<file path="config.mk">
export PLATFORM = sky130hd
export DESIGN_NAME = dmem_responder
export DESIGN_NICKNAME = d
export VERILOG_FILES = /design/src/rtl/dmem_responder.sv
export SDC_FILE = /design/constraint.sdc
export NUM_CORES = 2
export LEC_CHECK = 0
export BUFFER_PORTS_ARGS = -buffer_cell sky130_fd_sc_hd__buf_4
export CAP_MARGIN = 20
export CORE_AREA = 10 10 583 585
export DETAILED_ROUTE_END_ITERATION = 7
export DIE_AREA = 0 0 593 595
export PLACE_DENSITY_LB_ADDON = 0.08
export SYNTH_ARGS = -nofsm -noshare
export SYNTH_HDL_FRONTEND = slang
export SYNTH_SLANG_ARGS = --single-unit
</file>
<file path="constraint.sdc">
create_clock -name clk -period 18.2 [get_ports clk]
set_clock_uncertainty 0.15 [all_clocks]
set_input_delay 4.55 -clock clk [delete_from_list [all_inputs] [get_ports clk]]
set_output_delay 4.55 -clock clk [all_outputs]
set_load 0.02 [all_outputs]
</file>
<file path="src/rtl/dmem_responder.sv">
// dmem_responder: slave end of the core's load/store port.
// Accepts one request at a time over valid/ready, holds it for the configured
// wait states, performs an RV32 byte/half/word load or store against local
// storage, and presents the result on a valid/ready response channel.
//
// state   | meaning
// --------+-----------------------------------------------------------
// IDLE    | req_ready high, waiting for a request
// WAIT    | request latched, wait states counting, access on last one
// RESP    | response held on rsp_* until rsp_ready
module dmem_responder #(
  parameter int DM_ADDRESS  = 9,
  parameter int DATA_W      = 32,
  parameter int WAIT_CYCLES = 2
) (
  input  logic                  clk,
  input  logic                  reset_n,
  input  logic                  req_valid,
  output logic                  req_ready,
  input  logic                  req_write,
  input  logic [DM_ADDRESS-1:0] req_addr,
  input  logic [DATA_W-1:0]     req_wdata,
  input  logic [2:0]            req_funct3,
  output logic                  rsp_valid,
  input  logic                  rsp_ready,
  output logic [DATA_W-1:0]     rsp_rdata,
  output logic                  rsp_err,
  output logic                  busy
);

  localparam int WORDS = 2 ** (DM_ADDRESS - 2);

  localparam logic [1:0] ST_IDLE = 2'd0;
  localparam logic [1:0] ST_WAIT = 2'd1;
  localparam logic [1:0] ST_RESP = 2'd2;

  // The access happens on the final WAIT cycle; WAIT lasts WAIT_CYCLES+1
  // cycles so that rsp_valid rises WAIT_CYCLES+1 edges after acceptance.
  localparam logic [3:0] WAIT_LAST = 4'(WAIT_CYCLES);

  logic [1:0]            state;
  logic [3:0]            wait_cnt;

  logic                  lat_write;
  logic [DM_ADDRESS-1:0] lat_addr;
  logic [DATA_W-1:0]     lat_wdata;
  logic [2:0]            lat_funct3;

  logic [DATA_W-1:0]     mem [WORDS];

  logic [DM_ADDRESS-3:0] word_idx;
  logic [1:0]            lane;
  logic [DATA_W-1:0]     cur_word;
  logic [DATA_W-1:0]     store_word;
  logic [DATA_W-1:0]     load_data;
  logic [7:0]            byte_sel;
  logic [15:0]           half_sel;
  logic                  access_now;
  logic                  acc_err;
  logic                  mem_we;

  assign word_idx   = lat_addr[DM_ADDRESS-1:2];
  assign lane       = lat_addr[1:0];
  assign cur_word   = mem[word_idx];
  assign byte_sel   = cur_word[{lane, 3'b000} +: 8];
  assign half_sel   = cur_word[{lane[1], 4'b0000} +: 16];

  assign access_now = (state == ST_WAIT) && (wait_cnt == WAIT_LAST);
  assign mem_we     = access_now && lat_write && !acc_err;

  assign req_ready  = (state == ST_IDLE);
  assign rsp_valid  = (state == ST_RESP);
  assign busy       = (state != ST_IDLE);

  // Misalignment and illegal funct3 detection on the latched request.
  always_comb begin
    acc_err = 1'b0;
    case (lat_funct3)
      3'd0, 3'd4: acc_err = 1'b0;
      3'd1, 3'd5: acc_err = lane[0];
      3'd2:       acc_err = |lane;
      default:    acc_err = 1'b1;
    endcase
  end

  // Merge store data into the addressed word; untouched lanes keep old bytes.
  always_comb begin
    store_word = cur_word;
    case (lat_funct3[1:0])
      2'd0:    store_word[{lane, 3'b000} +: 8]     = lat_wdata[7:0];
      2'd1:    store_word[{lane[1], 4'b0000} +: 16] = lat_wdata[15:0];
      default: store_word = lat_wdata;
    endcase
  end

  // Lane select and sign/zero extension for loads.
  always_comb begin
    load_data = '0;
    case (lat_funct3)
      3'd0:    load_data = {{24{byte_sel[7]}}, byte_sel};
      3'd1:    load_data = {{16{half_sel[15]}}, half_sel};
      3'd2:    load_data = cur_word;
      3'd4:    load_data = {24'd0, byte_sel};
      3'd5:    load_data = {16'd0, half_sel};
      default: load_data = '0;
    endcase
  end

  // Storage write port; contents survive reset.
  always_ff @(posedge clk) begin
    if (mem_we) begin
      mem[word_idx] <= store_word;
    end
  end

  // Request latch, wait counter, FSM and registered response.
  always_ff @(posedge clk or negedge reset_n) begin
    if (!reset_n) begin
      state      <= ST_IDLE;
      wait_cnt   <= '0;
      lat_write  <= 1'b0;
      lat_addr   <= '0;
      lat_wdata  <= '0;
      lat_funct3 <= '0;
      rsp_rdata  <= '0;
      rsp_err    <= 1'b0;
    end else begin
      case (state)
        ST_IDLE: begin
          if (req_valid) begin
            lat_write  <= req_write;
            lat_addr   <= req_addr;
            lat_wdata  <= req_wdata;
            lat_funct3 <= req_funct3;
            wait_cnt   <= '0;
            state      <= ST_WAIT;
          end
        end
        ST_WAIT: begin
          if (access_now) begin
            rsp_err   <= acc_err;
            rsp_rdata <= (lat_write || acc_err) ? '0 : load_data;
            state     <= ST_RESP;
          end else begin
            wait_cnt <= wait_cnt + 4'd1;
          end
        end
        ST_RESP: begin
          if (rsp_ready) begin
            state <= ST_IDLE;
          end
        end
        default: state <= ST_IDLE;
      endcase
    end
  end

endmodule

</file>
* Word level (Yosys, flattened, before mapping)
Memory sizes are Yosys's and may differ from the RTL's.
Index checks and enable logic that the tools add are counted.
** Storage, ports and cells
- Bits in writable memories :: 4096
- Register bits after elaboration :: 84
- Memories :: 1
- Word-level logic and storage cells :: 62
- Output and inout port bits :: 36
** Cells by class
- Eq/ne operators :: 12
- Reductions and logical operators :: 17
- Add/subtract/negate cells :: 3
- Shift operators :: 6
- Mux-type cells :: 15
** Memories
- mem :: words 128, width 32, rd ports 1, clocked after memory_dff 0, wr ports 1, RTL line 49 : logic [DATA_W-1:0] mem [WORDS];
** Operators by type and width (number)
- 32-bit case mux with 5 select lines :: 1
- 32-bit bitwise mux :: 2
- 32-bit case mux with 2 select lines :: 1
- 32-bit two-way mux :: 1
- 16-bit by 7-bit variable shift with 32-bit output, first input constant :: 1
- 8-bit by 7-bit variable shift with 32-bit output, first input constant :: 1
- 16-bit by 7-bit indexed part select with 32-bit output :: 1
- 32-bit by 6-bit indexed part select with 16-bit output :: 1
- 32-bit by 6-bit indexed part select with 8-bit output :: 1
- 8-bit by 7-bit indexed part select with 32-bit output :: 1
- 5-bit negator with 7-bit output :: 2
- 4-bit two-way mux :: 2
- 4-bit case mux with 2 select lines :: 1
- 3-bit equality test, second input constant :: 2
- 2-bit two-way mux :: 3
- 2-bit inequality test, second input constant :: 3
- 2-bit case mux with 3 select lines :: 1
- 3-bit AND reduction :: 2
- 2-bit OR reduction :: 3
- 4-bit by 1-bit adder with 4-bit output, second input constant :: 1
- 2-bit by 1-bit equality test with 1-bit output, second input constant :: 2
- 4-bit by 2-bit equality test with 1-bit output, second input constant :: 1
- 2-bit zero test :: 2
- 2-bit AND reduction :: 2
- other kinds (11) :: 15

* Depth between registers and ports, before layout
- Depth after elaboration :: 7
- Mapped depth :: 16
- Gate-level depth less buffers :: 9

* Worst setup path after synthesis
OpenSTA, ideal clock, no wires.
- Path kind :: reg-to-reg
- From :: reg lat_addr[3]
- To :: mem mem[0][14] (data pin)
- Data required time :: 16.853 ns
- Library setup time :: 1.197 ns
- Stages on the path, launching flop included :: 16
- Data arrival time :: 7.381 ns
- Path slack :: 9.472 ns
- Cells stage by stage :: dfrtp_1 > buf_6 > buf_12 > buf_6 > buf_6 > nor3_2 > buf_2 > buf_2 > nand2_1 > o211a_1 > o211a_1 > nor4_1 > a21oi_1 > mux2i_1 > inv_1 > o21ai_0
** On the way
- Word-level cells in the longest chain between the ends :: 3
- Elaborated cells between the ends (all ways) :: 4
- Those cells by class :: mux (3); memory (1)
** RTL lines
- start, declared :: RTL line 45 : logic [DM_ADDRESS-1:0] lat_addr;
- start signal, assigned :: RTL line 132 : lat_addr <= req_addr;
- memory read 128 x 32 bit (*)
- 32-bit bitwise mux (on tied branches) :: RTL line 91, 90
- 32-bit case mux with 2 select lines (*) :: RTL line 89 : case (lat_funct3[1:0])
- net store_word[14] :: RTL line 54 : logic [DATA_W-1:0] store_word;
- end, declared :: RTL line 49
The timed path passes the listed nets; every way through them passes the cells marked *.

* Worst setup path after layout
- From :: reg lat_addr[2]
- To :: mem mem[105][29] (data pin)
Same word-level chain as after synthesis.

==> results.py <==
metrics = {
    "timing": {
        "slew_viol_final": 0,
        "finalCritPeriodShare_pct": 47.3,
        "period_minus_slack_ns": 8.60,
        "fmax_ghz": 0.116,
        "finalHoldViolations": 0,
        "relSlewSlack_pct": 2.43,
        "tightestPinTransition_ns": 1.46,
        "fin_setup_tns_ns": 0,
        "finalSetupViolations": 0,
        "rsz0062_at_grt": "false",
    },
    "placement": {
        "gp_congestion": 0.925,
        "port_buffers": 84,
        "hpwl_mm": 346,
    },
    "floorplanning": {
        "fp.coreArea_um2": 329000,
        "start_util_pct": 49.7,
        "fp-row-count": 211,
        "die_w_um": 593,
        "dieArea_um2": 353000,
        "io_pins": 85,
        "die-height_um": 595,
    },
    "synthesis": {
        "synth_top_area_share_pct": 75.3,
        "synth_cells": 8781,
        "synth.area.top_cells": "edfxtp_1 75%, mux4_2 5.6%, mux2i_1 2.9%",
        "yosysSeqAreaShare_pct": 76.6,
        "ys_ff_latch": 4180,
        "synth_commonest_cells": "4,096 x edfxtp_1, 498 x nand2_1, 474 x mux2i_1",
        "syn_nets": 8837,
        "synth_most_common_cell": "edfxtp_1",
        "ys_types": 104,
        "synth_edf_count": 4096,
        "synth_flop_cell": "edfxtp_1",
        "async_reset_ff_share_pct": 2.01,
        "synth_top_cell_by_area": "edfxtp_1",
        "yosys_warnings": 0,
        "syn_area_um2": 163000,
        "avgSynthCellArea_um2": 18.6,
    },
    "power": {
        "internal_power_uw": 22600,
        "seq_power_share_pct": 37.9,
        "p_clk_share_pct": 22.6,
        "leakagePower_uw": 0.0591,
        "p_sw_share_pct": 40.9,
        "pwr_density_cell_nw_per_um2": 207,
        "power_switching_uw": 15700,
        "vdd_drop_max_uv": 200,
        "power_frac_comb_pct": 39.5,
        "p_total_uw": 38300,
    },
    "drt": {
        "wl_mm": 614,
        "ant_nets": 0,
        "viasPerCell": 7.05,
        "vias": 98000,
        "drc": 0,
        "wire_per_inst_um": 44.2,
        "firstDrtPassIters": 8,
        "drtIter0Drc": 17500,
    },
    "clocking": {
        "clkSlewWorstSetupHoldPaths_ns": 0.06,
        "cts-resized-gates": 0,
        "cts_hold_buf": 0,
        "cts_num_sinks": 4180,
        "cts_root_buf": "clkbuf_16",
        "htreeDepth": 5,
        "clk_path_buf_depth": 4,
        "post_cts_buffers": 0,
        "numCtsBuffers": 426,
        "insertion_delay_ns": 1.01,
        "cts_tree": "yes",
    },
    "cells_and_area": {
        "drive_gt1_share_pct": 22.0,
        "syn_to_final_growth_pct": 13.4,
        "fin_nets": 9223,
        "num-fill-cells": 25000,
    },
    "global_route": {
        "grt-ovfl-total": 0,
        "grt_pass1_vias": 91900,
        "grt_max_degree": 105,
        "grt_usage_pct": 34.0,
        "grt_pass1_wl_mm": 821,
        "antenna_found_initial": 53,
    },
    "setup_path": {
        "worstPathCellList": "buf_12 > buf_4 > buf_4 > buf_4 > a221oi_1 > o21ai_0 > a21oi_1 > a21oi_1 > mux2i_1 > o21a_1 > o221ai_4 > buf_4 > buf_4",
        "worstPathRequired_ns": 18.70,
        "arrival_ns": 9.11,
        "slowest_stage": "o221ai_4",
        "critPathCaptureType": "flop",
        "startpoint_type": "flop",
        "crit_type": "flop to flop",
        "cp_slowest_stage_delay_ns": 0.90,
        "crit_path_frequent_cell": "buf_4",
        "critPathMaxFanout": 86,
    },
    "run": {
        "drv_cap": 0,
    },
    "outcome": {
        "status": "complete, no violations",
    },
    "hold_path": {
        "min_path_type": "flop to flop",
    },
}
cell families after synthesis:
logic type | Yosys count | share of synthesized area (%)
AND/OR/NAND/NOR | 1123 | 3.01
XOR/XNOR | 2 | 0.0107
flip-flops | 4180 | 76.6
buffers and inverters | 614 | 2.20
multiplexers | 1148 | 10.3
AO/OA/AOI/OAI | 1707 | 7.77
adder cells (fa/ha/maj) | 7 | 0.0536
worst max-delay path, delay by kind of cell, from the launching register on:
family	cells	cell delay, ns
flops	1	0.89
buf+inv	6	3.60
compound gates	6	2.83
mux	1	0.29
worst paths after layout:
| kind | slack (ns) | startpoint | cells past startpoint | to |
|---|---|---|---|---|
| hold reg to reg | 0.34 | lat_wdata[26] | 2 | lat_wdata[26] |
| min in group asynchronous | 3.42 | reset_n | 1 | lat_wdata[10] |
| max in group asynchronous | 13.29 | reset_n | 2 | lat_addr[4] |
| hold / removal | 0.34 | lat_wdata[26] | 2 | lat_wdata[26] |
| setup / recovery | 9.60 | lat_addr[2] | 13 | mem[105][29] |
| setup reg to reg | 9.60 | lat_addr[2] | 13 | mem[105][29] |
cell usage in the layout (no fill, tap or decap), types with 23 or more instances in the layout:
cell type     n
a211oi_1     35
o22ai_1     105
o221ai_1     56
a31oi_1      43
a221o_1      63
and3_1       23
clkinv_1     90
o21ai_0     213
nand2_1     484
bufinv_16    37
a221oi_1    338
a21oi_1     224
mux2i_1     474
buf_4       519
clkbuf_1     93
mux2_2      260
a22oi_1     242
o2bb2ai_1    60
clkbuf_16   438
nor2_1      223
o211ai_1     34
dfrtp_1      78
edfxtp_1   4096
diode_2      29
nand2b_1     36
mux4_2      403
clkinv_2     76
nand3_1      53
nor2_4      131
a22o_1       53
nor3_1       31
power groups by stage:
stage | Sequential (µW) | Combinational (µW) | Clock, µW
after floorplan | 15400 | 6970 | 0
after global placement | 14700 | 14100 | 0
after detailed placement | 14700 | 14500 | 0
after CTS | 14500 | 14500 | 8700
after global routing | 14500 | 15300 | 9090
final | 14500 | 15100 | 8660
metal layers:
metal	part of all wire [%]	vias to the layer above	global-route usage, %
met3	14	1317	11.0
met1	37	52000	47.6
met5	0.035	-	0
li1	-	37000	-
met4	4.8	30	13.4
met2	44	7696	49.6
per-stage QoR:
step | util [%] | std cells | cell area, µm² | hold slack (ns) | setup WS (ns)
after detailed placement | 52.1 | 13100 | 171000 | 0.317 | 9.71
after global routing | 56.3 | 13900 | 185000 | 0.362 | 9.57
after CTS | 56.2 | 13900 | 185000 | 0.337 | 9.67
after global placement | 52.0 | 13100 | 171000 | 0.315 | 9.47
after floorplan | - | 8781 | 163000 | 0.295 | 9.47
final | 56.3 | 13900 | 185000 | 0.336 | 9.60
sequential cells by signal, indices dropped and copies added (netlist names):
name	count
rsp_rdata	32
wait_cnt	4
rsp_err	1
lat_addr	9
lat_write	1
state	2
lat_wdata	32
mem	4096
lat_funct3	3
cell type report:
cell class	instances	area, µm²	share of cell area, %
diodes	29	72.6	0.0392
clock buffers	539	11400	6.17
clock inverters	230	2140	1.15
inverters	18	97.6	0.0527
multi-input cells	3987	36300	19.6
flip-flops and latches	4180	125000	67.6
well taps	4366	5460	2.95
repair buffers	554	4540	2.45
Note: power is estimated with default switching activity, not from simulation.
